**src/rtl/rsc_encoder.sv**
```systemverilog
// Turbo-code constituent encoder: recursive systematic convolutional code, K=4.
// Feedback 1+D^2+D^3 (13 oct), feedforward 1+D+D^3 (15 oct). Each input byte becomes one
// {sys[7:0], par[7:0]} word; every frame closes with a 3-bit termination tail word that
// drives the trellis back to state 0.
module rsc_encoder #(
  parameter int unsigned LEN_W = 8
) (
  input  logic             i_clk,
  input  logic             i_rst_n,
  input  logic             i_start,
  input  logic [LEN_W-1:0] i_len,
  input  logic             i_valid,
  output logic             o_ready,
  input  logic [7:0]       i_data,
  output logic             o_valid,
  input  logic             i_ready,
  output logic [15:0]      o_data,
  output logic             o_tail,
  output logic             o_busy
);

  typedef enum logic [2:0] {
    StIdle,
    StLoad,
    StEnc,
    StOut,
    StTail,
    StTout
  } state_e;

  state_e             state_q, state_d;
  logic               s1_q, s1_d;
  logic               s2_q, s2_d;
  logic               s3_q, s3_d;
  logic [LEN_W-1:0]   cnt_q, cnt_d;
  logic [7:0]         byte_q, byte_d;
  logic [2:0]         bit_cnt_q, bit_cnt_d;
  logic [7:0]         sys_q, sys_d;
  logic [7:0]         par_q, par_d;
  logic [15:0]        data_q, data_d;

  logic u, a, p;

  // Trellis step shared by data and tail phases; in the tail u is forced so that a = 0.
  always_comb begin
    u = (state_q == StTail) ? (s2_q ^ s3_q) : byte_q[7];
    a = u ^ s2_q ^ s3_q;
    p = a ^ s1_q ^ s3_q;
  end

  // Next-state logic for the FSM, trellis register, counters and output word.
  always_comb begin
    state_d   = state_q;
    s1_d      = s1_q;
    s2_d      = s2_q;
    s3_d      = s3_q;
    cnt_d     = cnt_q;
    byte_d    = byte_q;
    bit_cnt_d = bit_cnt_q;
    sys_d     = sys_q;
    par_d     = par_q;
    data_d    = data_q;

    unique case (state_q)
      StIdle: begin
        if (i_start && (i_len != '0)) begin
          s1_d    = 1'b0;
          s2_d    = 1'b0;
          s3_d    = 1'b0;
          cnt_d   = i_len;
          state_d = StLoad;
        end
      end
      StLoad: begin
        if (i_valid) begin
          byte_d    = i_data;
          bit_cnt_d = 3'd0;
          state_d   = StEnc;
        end
      end
      StEnc: begin
        s3_d      = s2_q;
        s2_d      = s1_q;
        s1_d      = a;
        byte_d    = {byte_q[6:0], 1'b0};
        sys_d     = {sys_q[6:0], u};
        par_d     = {par_q[6:0], p};
        bit_cnt_d = bit_cnt_q + 3'd1;
        if (bit_cnt_q == 3'd7) begin
          data_d  = {sys_q[6:0], u, par_q[6:0], p};
          state_d = StOut;
        end
      end
      StOut: begin
        if (i_ready) begin
          cnt_d     = cnt_q - LEN_W'(1);
          bit_cnt_d = 3'd0;
          state_d   = (cnt_q == LEN_W'(1)) ? StTail : StLoad;
        end
      end
      StTail: begin
        s3_d      = s2_q;
        s2_d      = s1_q;
        s1_d      = a;
        sys_d     = {sys_q[6:0], u};
        par_d     = {par_q[6:0], p};
        bit_cnt_d = bit_cnt_q + 3'd1;
        if (bit_cnt_q == 3'd2) begin
          data_d  = {sys_q[1:0], u, par_q[1:0], p, 10'b0};
          state_d = StTout;
        end
      end
      StTout: begin
        if (i_ready) begin
          state_d = StIdle;
        end
      end
      default: state_d = StIdle;
    endcase
  end

  // State register with asynchronous abort to IDLE.
  always_ff @(posedge i_clk or negedge i_rst_n) begin
    if (!i_rst_n) begin
      state_q   <= StIdle;
      s1_q      <= 1'b0;
      s2_q      <= 1'b0;
      s3_q      <= 1'b0;
      cnt_q     <= '0;
      byte_q    <= '0;
      bit_cnt_q <= '0;
      sys_q     <= '0;
      par_q     <= '0;
      data_q    <= '0;
    end else begin
      state_q   <= state_d;
      s1_q      <= s1_d;
      s2_q      <= s2_d;
      s3_q      <= s3_d;
      cnt_q     <= cnt_d;
      byte_q    <= byte_d;
      bit_cnt_q <= bit_cnt_d;
      sys_q     <= sys_d;
      par_q     <= par_d;
      data_q    <= data_d;
    end
  end

  // Outputs decode straight from the state so reset clears them immediately.
  always_comb begin
    o_ready = (state_q == StLoad);
    o_valid = (state_q == StOut) || (state_q == StTout);
    o_tail  = (state_q == StTout);
    o_busy  = (state_q != StIdle);
    o_data  = data_q;
  end

endmodule

```
**config.mk**
```make
export PLATFORM = sky130hd
export DESIGN_NAME = rsc_encoder
export DESIGN_NICKNAME = d
export VERILOG_FILES = /design/src/rtl/rsc_encoder.sv
export SDC_FILE = /design/constraint.sdc
export NUM_CORES = 1
export LEC_CHECK = 0
export ABC_CLOCK_PERIOD_IN_PS = 2300
export BUFFER_PORTS_ARGS = -buffer_cell sky130_fd_sc_hd__buf_2
export CORE_ASPECT_RATIO = 0.75
export CORE_UTILIZATION = 50
export CTS_BUF_LIST = sky130_fd_sc_hd__clkbuf_2
export DETAILED_ROUTE_END_ITERATION = 10
export GPL_TIMING_DRIVEN = 0
export PLACE_DENSITY = 0.71
export SYNTH_ARGS = -nofsm -noshare
export SYNTH_HDL_FRONTEND = slang
export SYNTH_SLANG_ARGS = --single-unit
```
**constraint.sdc**
```tcl
create_clock -name i_clk -period 2.3 [get_ports i_clk]
set_input_delay 0.46 -clock i_clk [delete_from_list [all_inputs] [get_ports i_clk]]
set_output_delay 0.46 -clock i_clk [all_outputs]
set_load 0.1 [all_outputs]
```
* Yosys cells after proc, flatten, opt, wreduce, memory -nomap -nowiden
Index checks and enable logic that the tools add are counted.
** Cells by class
- $add $sub $neg :: 2
- Bitwise operators :: 5
- Equal/unequal tests :: 14
- Reduce and logical (&&, ||, !) cells :: 17
- Mux-type cells :: 23
** Operator list (number)
- $mux 16 :: 2
- $pmux 16 s2 :: 1
- $pmux 8 s2 :: 2
- $mux 3 :: 8
- $mux 8 :: 3
- $pmux 3 s6 :: 1
- $ne 2x2->1 const B :: 5
- $eq 3x2->1 const B :: 3
- $eq 3x3->1 const B :: 3
- $pmux 3 s3 :: 1
- $reduce_and 3->1 :: 3
- $eq 8x1->1 const B :: 1
- $reduce_bool 2->1 :: 4
- $reduce_bool 8->1 :: 1
- $sub 8x1->8 const B :: 1
- $pmux 1 s2 :: 3
- $reduce_and 6->1 :: 1
- $reduce_bool 3->1 :: 2
- $xor 1x1->1 :: 5
- $reduce_and 2->1 :: 2
- $add 3x1->3 const B :: 1
- $eq 3x1->1 const B :: 1
- $logic_not 3->1 :: 1
- $mux 1 :: 2
- other kinds (4) :: 4
** Storage, ports and cells
- Word-level logic and storage cells :: 71
- Output and inout port bits :: 20
- Bits in registers :: 55
- Input bits :: 21

* Logic depth before layout (Yosys ltp)
- Word-level depth :: 8
- Gate-level depth with buffers :: 7
- Mapped depth without buffers :: 6

* Least setup slack after synthesis
OpenSTA, ideal clock, no wires.
- Kind :: register -> output
- Start point :: register state_q[1]
- End point :: output o_ready
- Arrival time :: 2877 ps
- Required time :: 1840 ps
- Setup slack :: -1037 ps
- Buffers on the path :: 3
- Stages on the path, launching flop included :: 5
- Cells stage by stage :: dfrtp_1 > buf_6 > buf_2 > buf_2 > nor3_1
** Between the ends
- Word-level cells in the longest chain between the ends :: 1
** RTL lines
- from (decl) :: RTL line 31 : state_e state_q, state_d;
- from (signal assigned) :: RTL line 125 : state_q <= StIdle;
- from (signal assigned) :: RTL line 136 : state_q <= state_d;
- $eq 3x1->1 :: RTL line 151 : o_ready = (state_q == StLoad);
- to (decl) :: RTL line 13 : output logic o_ready,
Every way passes these cells.

* Worst setup path after layout
- Start point :: register state_q[2]
- End point :: output o_ready
Same word-level chain as after synthesis.

==> tab_implementation.tex <==
\begin{tabular}{lr}
\hline
Metric & Value \\
\hline
\multicolumn{2}{l}{\textbf{Run status}} \\
Run status & complete, no violations \\
\multicolumn{2}{l}{\textbf{Setup path}} \\
Critical Path Slowest Stage Cell & sky130\_fd\_sc\_hd\_\_dfrtp\_1 \\
Critical Path Start & state\_q[2] \\
Setup crit end kind & primary output \\
Category of the most critical setup path & flip-flop to primary output \\
Cell-by-cell trace of the critical path & clkbuf\_4 -> buf\_2 -> nor3\_4 -> buf\_12 \\
Worst-path fanout max & 10 \\
Maximum cell stage delay along the critical path & 0.48 ns \\
FF-to-FF setup slack & 0.33 ns \\
Worst path arrival time & 1.74 ns \\
Critical Path Source Type & flip-flop \\
Critical path required time & 1.84 ns \\
Launching point of the worst reg2reg path & state\_q[1] \\
\multicolumn{2}{l}{\textbf{Worst hold path}} \\
Type of the most critical hold path & input port to async pin \\
\multicolumn{2}{l}{\textbf{Timing}} \\
Setup repair after global routing missed its margin & no \\
Max-slew violation count & 0 \\
Layout Skew & 0.01497 ns \\
Worst slew margin relative to its limit & 0.1910 \\
Setup Total Neg Slack & 0 ns \\
Upper clock frequency limit & 455.4 MHz \\
Post-route clock period utilization & 0.9547 \\
Minimum clock period after layout & 2.196 ns \\
Number of endpoints with negative hold slack in the final report & 0 \\
Final count of negative-setup-slack endpoints & 0 \\
Actual slew at the worst max-slew pin & 1.213 ns \\
\multicolumn{2}{l}{\textbf{Yosys}} \\
Number of flops mapped to enable cells by yosys & 0 \\
Proportion of synthesized chip area in sequential cells & 0.4913 \\
Cells after Synth & 264 \\
Net Count, Synth & 290 \\
Avg Synthesized Cell Area & 10.61 sq um \\
Post-synthesis cell type count & 52 \\
Summed instance area of the synthesized netlist & 0.002801 sq mm \\
Ys flop type & sky130\_fd\_sc\_hd\_\_dfrtp\_1 \\
Yosys warns & 0 \\
FF+latch count, synth & 55 \\
Proportion of synthesized flip-flops having asynchronous set or reset & 1.000 \\
\multicolumn{2}{l}{\textbf{Place}} \\
DP Wirelength & 4414 microns \\
Port-buffer cells & 40 \\
Gpl congestion & 0.8752 \\
Placed instance count & 379 \\
\multicolumn{2}{l}{\textbf{Cells and area}} \\
Antenna Diode Count & 0 \\
Count of nets after finishing & 337 \\
Filler Cells Inserted & 499 \\
Layout area overhead & 14.69\% \\
Non-filler cells in the finished layout & 387 \\
Layout cells sized above 1 & 0.2724 \\
\multicolumn{2}{l}{\textbf{Power}} \\
Worst IR drop on VDD & 0.6227 mV \\
Leakage Power & 0.001461 uW \\
Power density of the placed cells & 1242 mW/mm\^{}2 \\
\multicolumn{2}{l}{\textbf{Clocking}} \\
CTS tree & yes \\
CTS buffer count & 5 \\
Clock slew at reported path FFs & 0.28 ns \\
Root buf cell & sky130\_fd\_sc\_hd\_\_clkbuf\_2 \\
Clock Latency Late Sink & 0.42 ns \\
Clock sink total & 55 \\
Number of buffers on the longest clock path & 2 \\
Count of H-tree levels built during CTS & 2 \\
\multicolumn{2}{l}{\textbf{Floorplan}} \\
Initial standard-cell utilization of the core & 0.5206 \\
Core Box Area & 0.005381 sq mm \\
Boundary pin count & 41 \\
Die outline area & 0.005909 sq mm \\
Number of placement rows & 23 \\
Chip Width & 88.43 microns \\
Die Span Y & 66.83 microns \\
\multicolumn{2}{l}{\textbf{GRT}} \\
Global-route congestion overflow total & 0 \\
Number of global-route vias before repair & 1990 \\
Largest net degree at the start of global routing & 56 \\
Overall fraction of global-route tracks in use & 0.2217 \\
Number of antenna violations at the first check in global routing & 0 \\
First-pass GRT wire length & 9970 microns \\
\multicolumn{2}{l}{\textbf{Routing}} \\
DR vias & 2181 \\
First-pass iteration count of the detailed router & 4 \\
Number of remaining DRC errors & 0 \\
Residual antenna-violating net count after detailed routing & 0 \\
Vias per std cell & 5.636 \\
Final routed wire length divided by cell count & 15.55 microns \\
1st-iter DRT viols & 165 \\
Routed wire length & 6019 microns \\
\multicolumn{2}{l}{\textbf{Run}} \\
Count of maximum capacitance violations & 0 \\
\hline
\end{tabular}
==> worst max-delay path: cells and delay by family, from the launching register on <==
| kind | cells | cell delay [ns] |
|---|---|---|
| DFF | 1 | 0.48 |
| and+or+nand+nor | 1 | 0.24 |
| buffers and inverters | 3 | 0.59 |
==> final cells by class <==
class                           count  area, sq um  area share
Buffer                             16        90.09     0.02804
Clock buffer                        5        25.02    0.007788
Clock inverter                      3        20.02    0.006231
Inverter                            9        33.78     0.01051
Multi-Input combinational cell    183         1334      0.4151
Sequential cell                    55         1376      0.4283
Tap cell                           75        93.84     0.02921
Timing Repair Buffer               41        240.2     0.07477
==> cells in the mapped netlist, types with 2 or more instances <==
cell type,n,share of area
sky130_fd_sc_hd__a21oi_1,17,0.030
sky130_fd_sc_hd__nor2_1,17,0.023
sky130_fd_sc_hd__mux2_2,14,0.056
sky130_fd_sc_hd__o22ai_1,3,0.0067
sky130_fd_sc_hd__nand3_1,4,0.0071
sky130_fd_sc_hd__o21ai_0,13,0.023
sky130_fd_sc_hd__a22o_1,11,0.034
sky130_fd_sc_hd__nand2_1,21,0.028
sky130_fd_sc_hd__dfrtp_1,55,0.49
sky130_fd_sc_hd__mux2i_1,12,0.043
sky130_fd_sc_hd__o2bb2ai_1,3,0.0094
sky130_fd_sc_hd__nand3b_1,4,0.011
sky130_fd_sc_hd__xor2_1,2,0.0063
sky130_fd_sc_hd__and2_1,2,0.0045
sky130_fd_sc_hd__nand2b_1,2,0.0045
sky130_fd_sc_hd__buf_2,8,0.014
sky130_fd_sc_hd__o221ai_1,3,0.0094
sky130_fd_sc_hd__o31ai_1,2,0.0054
sky130_fd_sc_hd__a221o_1,2,0.0071
sky130_fd_sc_hd__clkbuf_1,7,0.0094
sky130_fd_sc_hd__inv_1,9,0.012
sky130_fd_sc_hd__nor2b_1,6,0.013
sky130_fd_sc_hd__nor4_2,2,0.0089
sky130_fd_sc_hd__a22oi_1,5,0.013
sky130_fd_sc_hd__nor3_1,3,0.0054
sky130_fd_sc_hd__o22a_1,2,0.0063
sky130_fd_sc_hd__xnor2_1,3,0.0094
sky130_fd_sc_hd__nor3b_1,4,0.011
sky130_fd_sc_hd__ha_1,5,0.022
==> where the power goes <==
group	total (uW)	leakage, uW	internal [uW]	switching (uW)
Combinational	2010	0.000742	835	1170
Clock	372	0.0000266	73.6	298
Sequential	1610	0.000693	1300	308
==> what timing repair did <==
| action | in CTS | in global routing |
|---|---|---|
| hold buffers | 0 | 0 |
| resized for setup | 7 | 13 |
| setup buffers | 0 | 1 |
| setup endpoints to repair | 3 | 3 |
==> metrics by stage <==
step | util | total power [uW] | setup WS [ns] | cell area (sq um) | hold slack (ns)
global route | 0.5971 | 4284 | 0.01368 | 3213 | 0.2836
global placement | 0.5789 | 3487 | 0.2470 | 3115 | 0.4481
floorplan | - | 3110 | 0.1280 | 2821 | 0.1644
finish | 0.5971 | 3991 | 0.1042 | 3213 | 0.2356
CTS | 0.5906 | 3955 | -0.05210 | 3178 | 0.2592
detailed placement | 0.5789 | 3549 | 0.2272 | 3115 | 0.4655
==> flip-flops by register name, summed over array words and instances (netlist names) <==
name	cells
o_data	16
byte_q	8
cnt_q	8
par_q	7
sys_q	7
bit_cnt_q	3
state_q	3
s1_q	1
s2_q	1
s3_q	1
==> layer usage <==
metal	track usage	routed length [microns]	vias to the layer above
li1	-	-	1057
met1	0.3535	3174	1069
met2	0.3144	2581	53
met3	0.03717	238	2
met4	0.03831	23	0
met5	0	0	-
==> final timing paths <==
kind,endpoint,depth (start not counted)
worst max-delay path,o_ready,4
worst min-delay path,o_data[13],1
worst max register to register,cnt_q[1],5
worst min register to register,o_data[14],2
max in group asynchronous,cnt_q[0],1
min in group i_clk,byte_q[5],3
==> cells in the final DEF (no fill, tap or decap), drive strengths merged, types with 2 or more instances in the layout <==
master / Yosys / layout
clkbuf: 7 / 11
a211oi: 2 / 2
nor4: 3 / 3
and2: 2 / 2
o21ai: 13 / 13
inv: 9 / 9
nor2b: 6 / 6
o2bb2ai: 3 / 3
dfrtp: 55 / 55
nand3: 4 / 4
xor2: 2 / 2
mux2: 15 / 15
clkinv: 0 / 2
o221ai: 3 / 3
nor2: 17 / 17
o31ai: 2 / 2
xnor2: 3 / 3
nor3b: 4 / 4
mux2i: 12 / 12
a22oi: 5 / 5
ha: 5 / 5
buf: 10 / 51
a22o: 11 / 11
nand2b: 2 / 2
nand3b: 4 / 4
nand2: 21 / 21
o22ai: 3 / 3
a221o: 2 / 2
or2: 2 / 2
nor3: 3 / 3
a21oi: 17 / 17
o22a: 2 / 2
==> cell families after synthesis <==
family	count (synthesis)	share of synthesized area
buffers and inverters	26	0.04243
AND/OR/NAND/NOR	75	0.1452
flip-flops	55	0.4913
AO/OA/AOI/OAI	71	0.1787
adder cells (fa/ha/maj)	5	0.02233
multiplexers	27	0.1045
XOR/XNOR	5	0.01563
Note: power is estimated with default switching activity, not from simulation.
